--- config.mk ---
export PLATFORM = sky130hd
export DESIGN_NAME = sprite_draw_scheduler
export DESIGN_NICKNAME = d
export VERILOG_FILES = /design/src/rtl/draw_pkg.sv /design/src/rtl/draw_next_sel.sv /design/src/rtl/sprite_draw_scheduler.sv
export SDC_FILE = /design/constraint.sdc
export NUM_CORES = 1
export LEC_CHECK = 0
export ABC_AREA = 0
export CAP_MARGIN = 0
export CELL_PAD_IN_SITES_DETAIL_PLACEMENT = 0
export CELL_PAD_IN_SITES_GLOBAL_PLACEMENT = 2
export CORE_ASPECT_RATIO = 1.75
export CORE_UTILIZATION = 15
export CTS_CLUSTER_SIZE = 30
export DETAILED_ROUTE_END_ITERATION = 12
export PLACE_DENSITY = 0.86
export SLEW_MARGIN = 20
export SYNTH_ARGS = -nofsm -noshare
export SYNTH_HDL_FRONTEND = slang
export SYNTH_HIERARCHICAL = 1
export SYNTH_SLANG_ARGS = --single-unit
--- constraint.sdc ---
create_clock -name clk -period 3 [get_ports clk]
set_input_delay 0.6 -clock clk [delete_from_list [all_inputs] [get_ports clk]]
set_output_delay 0.6 -clock clk [all_outputs]
set_load 0.01 [all_outputs]
--- src/rtl/draw_pkg.sv ---
// ---------------------------------------------------------------------------
// draw_pkg
// Shared types and constants for the sprite draw scheduler slice.
//   draw_state_t : scheduler FSM states (IDLE, DRAW, GAP, FIN)
//   SCREEN_W/H   : VGA plot area (160 x 120)
//   X_W_DEF etc. : default coordinate/colour widths derived from the screen
// ---------------------------------------------------------------------------
package draw_pkg;

    localparam int SCREEN_W = 160;
    localparam int SCREEN_H = 120;

    // Narrowest coordinate widths that address the whole screen.
    localparam int X_W_DEF  = $clog2(SCREEN_W);
    localparam int Y_W_DEF  = $clog2(SCREEN_H);
    localparam int C_W_DEF  = 3;

    typedef enum logic [1:0] {
        IDLE = 2'd0,
        DRAW = 2'd1,
        GAP  = 2'd2,
        FIN  = 2'd3
    } draw_state_t;

endpackage

--- src/rtl/draw_next_sel.sv ---
// ---------------------------------------------------------------------------
// draw_next_sel
// Combinational priority finder for the next drawer to run.
//   mask    in  N      per-drawer active mask
//   cur_idx in  IDX_W  index of the drawer just finished
//   start   in  1      1: search from index 0, 0: search above cur_idx
//   nxt_idx out IDX_W  lowest qualifying index (0 when none)
//   found   out 1      a qualifying index exists
// ---------------------------------------------------------------------------
module draw_next_sel #(
    parameter int N     = 6,
    parameter int IDX_W = 3
) (
    input  logic [N-1:0]     mask,
    input  logic [IDX_W-1:0] cur_idx,
    input  logic             start,
    output logic [IDX_W-1:0] nxt_idx,
    output logic             found
);

    // Scan from the top down so the last hit is the lowest index.
    always_comb begin
        nxt_idx = '0;
        found   = 1'b0;
        for (int k = N - 1; k >= 0; k--) begin
            if (mask[k] && (start || (k > int'(cur_idx)))) begin
                nxt_idx = k[IDX_W-1:0];
                found   = 1'b1;
            end
        end
    end

endmodule

--- src/rtl/sprite_draw_scheduler.sv ---
// ---------------------------------------------------------------------------
// sprite_draw_scheduler
// Runs the sprite drawers one at a time onto the single VGA plot port.
// A frame_tick starts a pass; each selected drawer gets a draw level until it
// reports done, then one idle GAP cycle lets it drop done before the next.
//
// Ports
//   clk, reset (sync, active-low), abort (sync clear, same as reset)
//   frame_tick      : one-cycle pass request
//   active_i        : per-drawer enable mask (used with SKIP_INACTIVE_EN)
//   done_i          : per-drawer done level
//   x_i/y_i/colour_i: packed drawer pixel outputs, drawer k at [k*W +: W]
//   draw_o          : one-hot draw level to the running drawer
//   plot_o          : VGA write enable
//   vga_x/y/colour  : pixel of the drawer at idx
//   busy_o          : pass in progress
//   pass_done_o     : one-cycle pulse when a pass completes
//   overrun_o       : one-cycle pulse when frame_tick arrives mid-pass
//
// Build option
//   SKIP_INACTIVE_EN : when defined, drawers whose active_i bit is low are
//                      skipped; otherwise every drawer runs every pass.
// ---------------------------------------------------------------------------
module sprite_draw_scheduler
    import draw_pkg::*;
#(
    parameter int N_DRAWERS = 6,
    parameter int X_W       = X_W_DEF,
    parameter int Y_W       = Y_W_DEF,
    parameter int C_W       = C_W_DEF
) (
    input  logic                   clk,
    input  logic                   reset,
    input  logic                   abort,
    input  logic                   frame_tick,
    input  logic [N_DRAWERS-1:0]   active_i,
    input  logic [N_DRAWERS-1:0]   done_i,
    input  logic [N_DRAWERS*X_W-1:0] x_i,
    input  logic [N_DRAWERS*Y_W-1:0] y_i,
    input  logic [N_DRAWERS*C_W-1:0] colour_i,
    output logic [N_DRAWERS-1:0]   draw_o,
    output logic                   plot_o,
    output logic [X_W-1:0]         vga_x,
    output logic [Y_W-1:0]         vga_y,
    output logic [C_W-1:0]         vga_colour,
    output logic                   busy_o,
    output logic                   pass_done_o,
    output logic                   overrun_o
);

    localparam int IDX_W = $clog2(N_DRAWERS);
    localparam logic [IDX_W-1:0] LAST_IDX = IDX_W'(N_DRAWERS - 1);

    draw_state_t      state;
    logic [IDX_W-1:0] idx;
    logic [IDX_W-1:0] sel_idx;
    logic             sel_found;
    logic             sel_start;
    logic             done_sel;

    assign sel_start = (state == IDLE);
    assign done_sel  = done_i[idx];

`ifdef SKIP_INACTIVE_EN
    draw_next_sel #(
        .N     (N_DRAWERS),
        .IDX_W (IDX_W)
    ) u_next_sel (
        .mask    (active_i),
        .cur_idx (idx),
        .start   (sel_start),
        .nxt_idx (sel_idx),
        .found   (sel_found)
    );
`else
    // Fixed order 0..N-1; the activity mask plays no part in this build.
    logic unused_active;
    assign unused_active = ^active_i;
    assign sel_idx   = sel_start ? '0 : idx + IDX_W'(1);
    assign sel_found = sel_start || (idx != LAST_IDX);
`endif

    function automatic logic [N_DRAWERS-1:0] onehot(input logic [IDX_W-1:0] i);
        return N_DRAWERS'(1) << i;
    endfunction

    // Pixel mux follows idx; idx only moves in GAP/IDLE, so it is stable
    // across every plotted cycle of a drawer.
    always_comb begin
        vga_x      = x_i[0 +: X_W];
        vga_y      = y_i[0 +: Y_W];
        vga_colour = colour_i[0 +: C_W];
        for (int k = 0; k < N_DRAWERS; k++) begin
            if (idx == k[IDX_W-1:0]) begin
                vga_x      = x_i[k*X_W +: X_W];
                vga_y      = y_i[k*Y_W +: Y_W];
                vga_colour = colour_i[k*C_W +: C_W];
            end
        end
    end

    always_ff @(posedge clk) begin
        if (!reset || abort) begin
            state       <= IDLE;
            idx         <= '0;
            draw_o      <= '0;
            plot_o      <= 1'b0;
            busy_o      <= 1'b0;
            pass_done_o <= 1'b0;
            overrun_o   <= 1'b0;
        end else begin
            pass_done_o <= 1'b0;
            overrun_o   <= frame_tick && (state != IDLE);
            // Plot while drawing up to and including the done pixel; once
            // done is seen the drawer's further output is never written.
            plot_o      <= (state == DRAW) && !done_sel;

            case (state)
                IDLE: begin
                    if (frame_tick) begin
                        busy_o <= 1'b1;
                        if (sel_found) begin
                            state  <= DRAW;
                            idx    <= sel_idx;
                            draw_o <= onehot(sel_idx);
                        end else begin
                            state       <= FIN;
                            pass_done_o <= 1'b1;
                        end
                    end
                end
                DRAW: begin
                    if (done_sel) begin
                        state  <= GAP;
                        draw_o <= '0;
                    end
                end
                GAP: begin
                    if (sel_found) begin
                        state  <= DRAW;
                        idx    <= sel_idx;
                        draw_o <= onehot(sel_idx);
                    end else begin
                        state       <= FIN;
                        pass_done_o <= 1'b1;
                    end
                end
                FIN: begin
                    state  <= IDLE;
                    busy_o <= 1'b0;
                end
                default: begin
                    state  <= IDLE;
                    busy_o <= 1'b0;
                    draw_o <= '0;
                end
            endcase
        end
    end

endmodule

==> impl_results.md, run 1 <==
- CP cell instances: buf_6 -> ha_2 -> buf_12 -> or3b_1 -> a21oi_2 -> o311a_1 -> o21ai_1 -> dlygate4sd2_1
- Synth Register Bits: 15
- Number of diodes: 0
- Clock Sinks: 15
- Final nets: 551
- Worst path slowest cell: or3b_1
- Syn Inst Count: 279
- Number of port buffers: 145
- Rel. slew slack: about 64%
- Clock Skew: 3.142 ps
- Register area share after synthesis: 16.17%
- Total number of H-tree levels: 1
- Layout cells sized above 1: 10.69%
- Post-route clock period utilization: between 90 and 100%
- Slew Viols, Final: 0
- WL final: about 9000 um
- Leakage: 1.260 nW
- Maxcap violations: 0
- Tmin final: 2893 ps
- RSZ-0062 raised after global routing: no
- Largest net degree at the start of global routing: 37
- Syn avg cell area: 6.655 um2
- Post-CTS Setup Bufs: 0
- Setup TNS: 0 ps
- Finished Core Util: 30.73%
- Initial antenna violation count: 0
- Critical path fanouts, max: 20
- GRT overflow: 0
- DRT antenna net count: 0
- Peak per-stage delay on the critical path: 370 ps
- Power per cell area: 194.6 mW/mm2
- DRC violations left: 0
- # rows: 53
- Outcome: complete, no violations
- Number of synthesized flops with an enable pin: 0
- Critical path launch point type: register
- Via/cell ratio: 4.326
- Post-CTS Hold Buffers: 0
- Post-synth cell types: 39
- CTS buffer count: 3
- Core ar.: about 0.012 mm2
- IO Pins: 152
- CTS tree: done
- CTS max path bufs: 2
- Post-synth top flop: dfxtp_1
- Clock transition at the registers of the reported paths: about 50 ps
- CP arrival: 2290 ps
- Bufs and invs on worst path: 3
- DR iter-0 viols: 78
- Critical path's top delay family: buffers and inverters
- Total die area: between 0.01 and 0.015 mm2
- Chip Width: 86.11 um
- YS warnings: 6
- Synth-to-layout area growth: 99.73%
- Root Buffer: clkbuf_16
- Initial core utilization: 15.38%
- Tightest Pin Transition: 535.3 ps
- Overall Global Routing Usage: ~14%
- Gpl congestion: ~0.8
- Final setup violation count: 0
- Peak Freq: 345.7 MHz
- First-pass GRT wire length: roughly 14000 um
- Vias in the first global route: 2561
- First-pass DRT Iterations: 4
- Wire per inst: around 16 um
- Die Height: 149.2 um
- Post-DP HPWL: 7353 um
- Worst setup EP type: primary output
- Max IR drop VDD: 0.0002718 V
- Via count: roughly 2500
- Required time of the critical path: approximately 2400 ps
- Syn_nets: 408
- Worst-Skew Late Latency: 250 ps
- Mapped cell area: between 0.0015 and 0.002 mm2
- Hold Path Class: reg -> reg
- Asr flop ratio synth: 0%
- Setup CP Type: reg -> out
- Filler Cells Inserted: 1311
- Endpoints failing hold: 0
flip-flops by register name (all words and copies together) (netlist names):
name	flops
busy_o	1
draw_o	6
idx	3
overrun_o	1
pass_done_o	1
plot_o	1
state	2
cell usage after synthesis, drive strengths merged (3+ instances only):
library cell | instances | area, um2
nand3 | 3 | 15.01
or3b | 18 | 157.7
mux2i | 3 | 30.03
o311a | 18 | 180.2
dfxtp | 15 | 300.3
nand2 | 48 | 180.2
clkbuf | 18 | 68.81
inv | 5 | 18.77
mux2 | 3 | 33.78
a21oi | 25 | 128.9
nor2 | 29 | 108.9
buf | 8 | 50.04
ha | 5 | 62.56
nand2b | 20 | 125.1
o21ai | 40 | 200.2
tightest hold or removal path, cell delays in order (launching register included):
cell     delay (ps)
dfxtp_1         310
nand2_1          50
mux2i_1          50
per-layer routing:
metal	track usage, %	part of all wire [%]	up-vias
li1	-	-	1275
met1	14.74	38	1126
met2	27.22	52	128
met3	2.767	8.5	6
met4	2.167	0.77	0
met5	0	0	-
final cells by class:
cell class	instances	area, um2	share of cell area (%)
multi-input combinational	233	1465	39.51
inverter	5	18.77	0.5061
timing repair buffer	164	1638	44.16
tap	165	206.4	5.567
sequential	15	301.5	8.131
clock buffer	4	78.83	2.126
cell families (layout without fill, tap and decap cells):
logic type	after synthesis	in the layout	synth area share, %
compound gates	96	96	34.64
fa+ha+maj	5	5	3.369
buf+inv	31	173	7.412
flops	15	15	16.17
mux	6	6	3.437
simple gates	126	126	34.97
report_power, final:
part	internal [mW]	switching [mW]
logic	0.184	0.0720
clock network	0.180	0.0793
registers	0.203	0.00416
per-stage QoR:
stage	hold slack, ps	worst slack, ps	cells	area, um2	total power, mW
6_report	464.8	107.2	586	3709	0.7218
5_1_grt	489.7	8.713	586	3709	0.7590
4_1_cts	474.9	92.10	586	3705	0.7302
3_5_place_dp	463.1	-78.05	582	3601	0.4771
3_3_place_gp	456.7	-60.16	582	3601	0.4756
2_1_floorplan	479.0	528.1	279	1857	0.2773
repair_timing:
item                       4_1_cts  5_1_grt
pin swaps                        1        0
cloned                           0        0
gates resized for setup         33        1
setup endpoints to repair       18        1
layout by cell type, fill, tap and decap left out, drive strengths merged, types with 3 or more instances in the layout:
cell	synthesis	routed
mux2i	3	3
or3b	18	18
ha	5	5
dlygate4sd2	0	18
nand3	3	3
nand2b	20	20
o311a	18	18
nor2	29	29
clkbuf	18	4
nand2	48	48
a21oi	25	25
clkdlybuf4s50	0	127
buf	8	19
inv	5	5
o21ai	40	40
dfxtp	15	15
mux2	3	3
final timing paths:
kind,startpoint,end,cells past startpoint,slack (ps)
worst max-delay path,idx[0],vga_y[2],8,110
worst min-delay path,draw_o[0],draw_o[0],2,460
worst max register to register,idx[0],draw_o[3],9,820
worst min register to register,draw_o[0],draw_o[0],2,460
No activity file was read; power rests on OpenSTA's default activity.
==> run 2: changes to the inputs <==
SLEW_MARGIN = unset   (was 20)
==> results of run 2 <==
Final layout, timing and power as in run 1 (identical DEF).
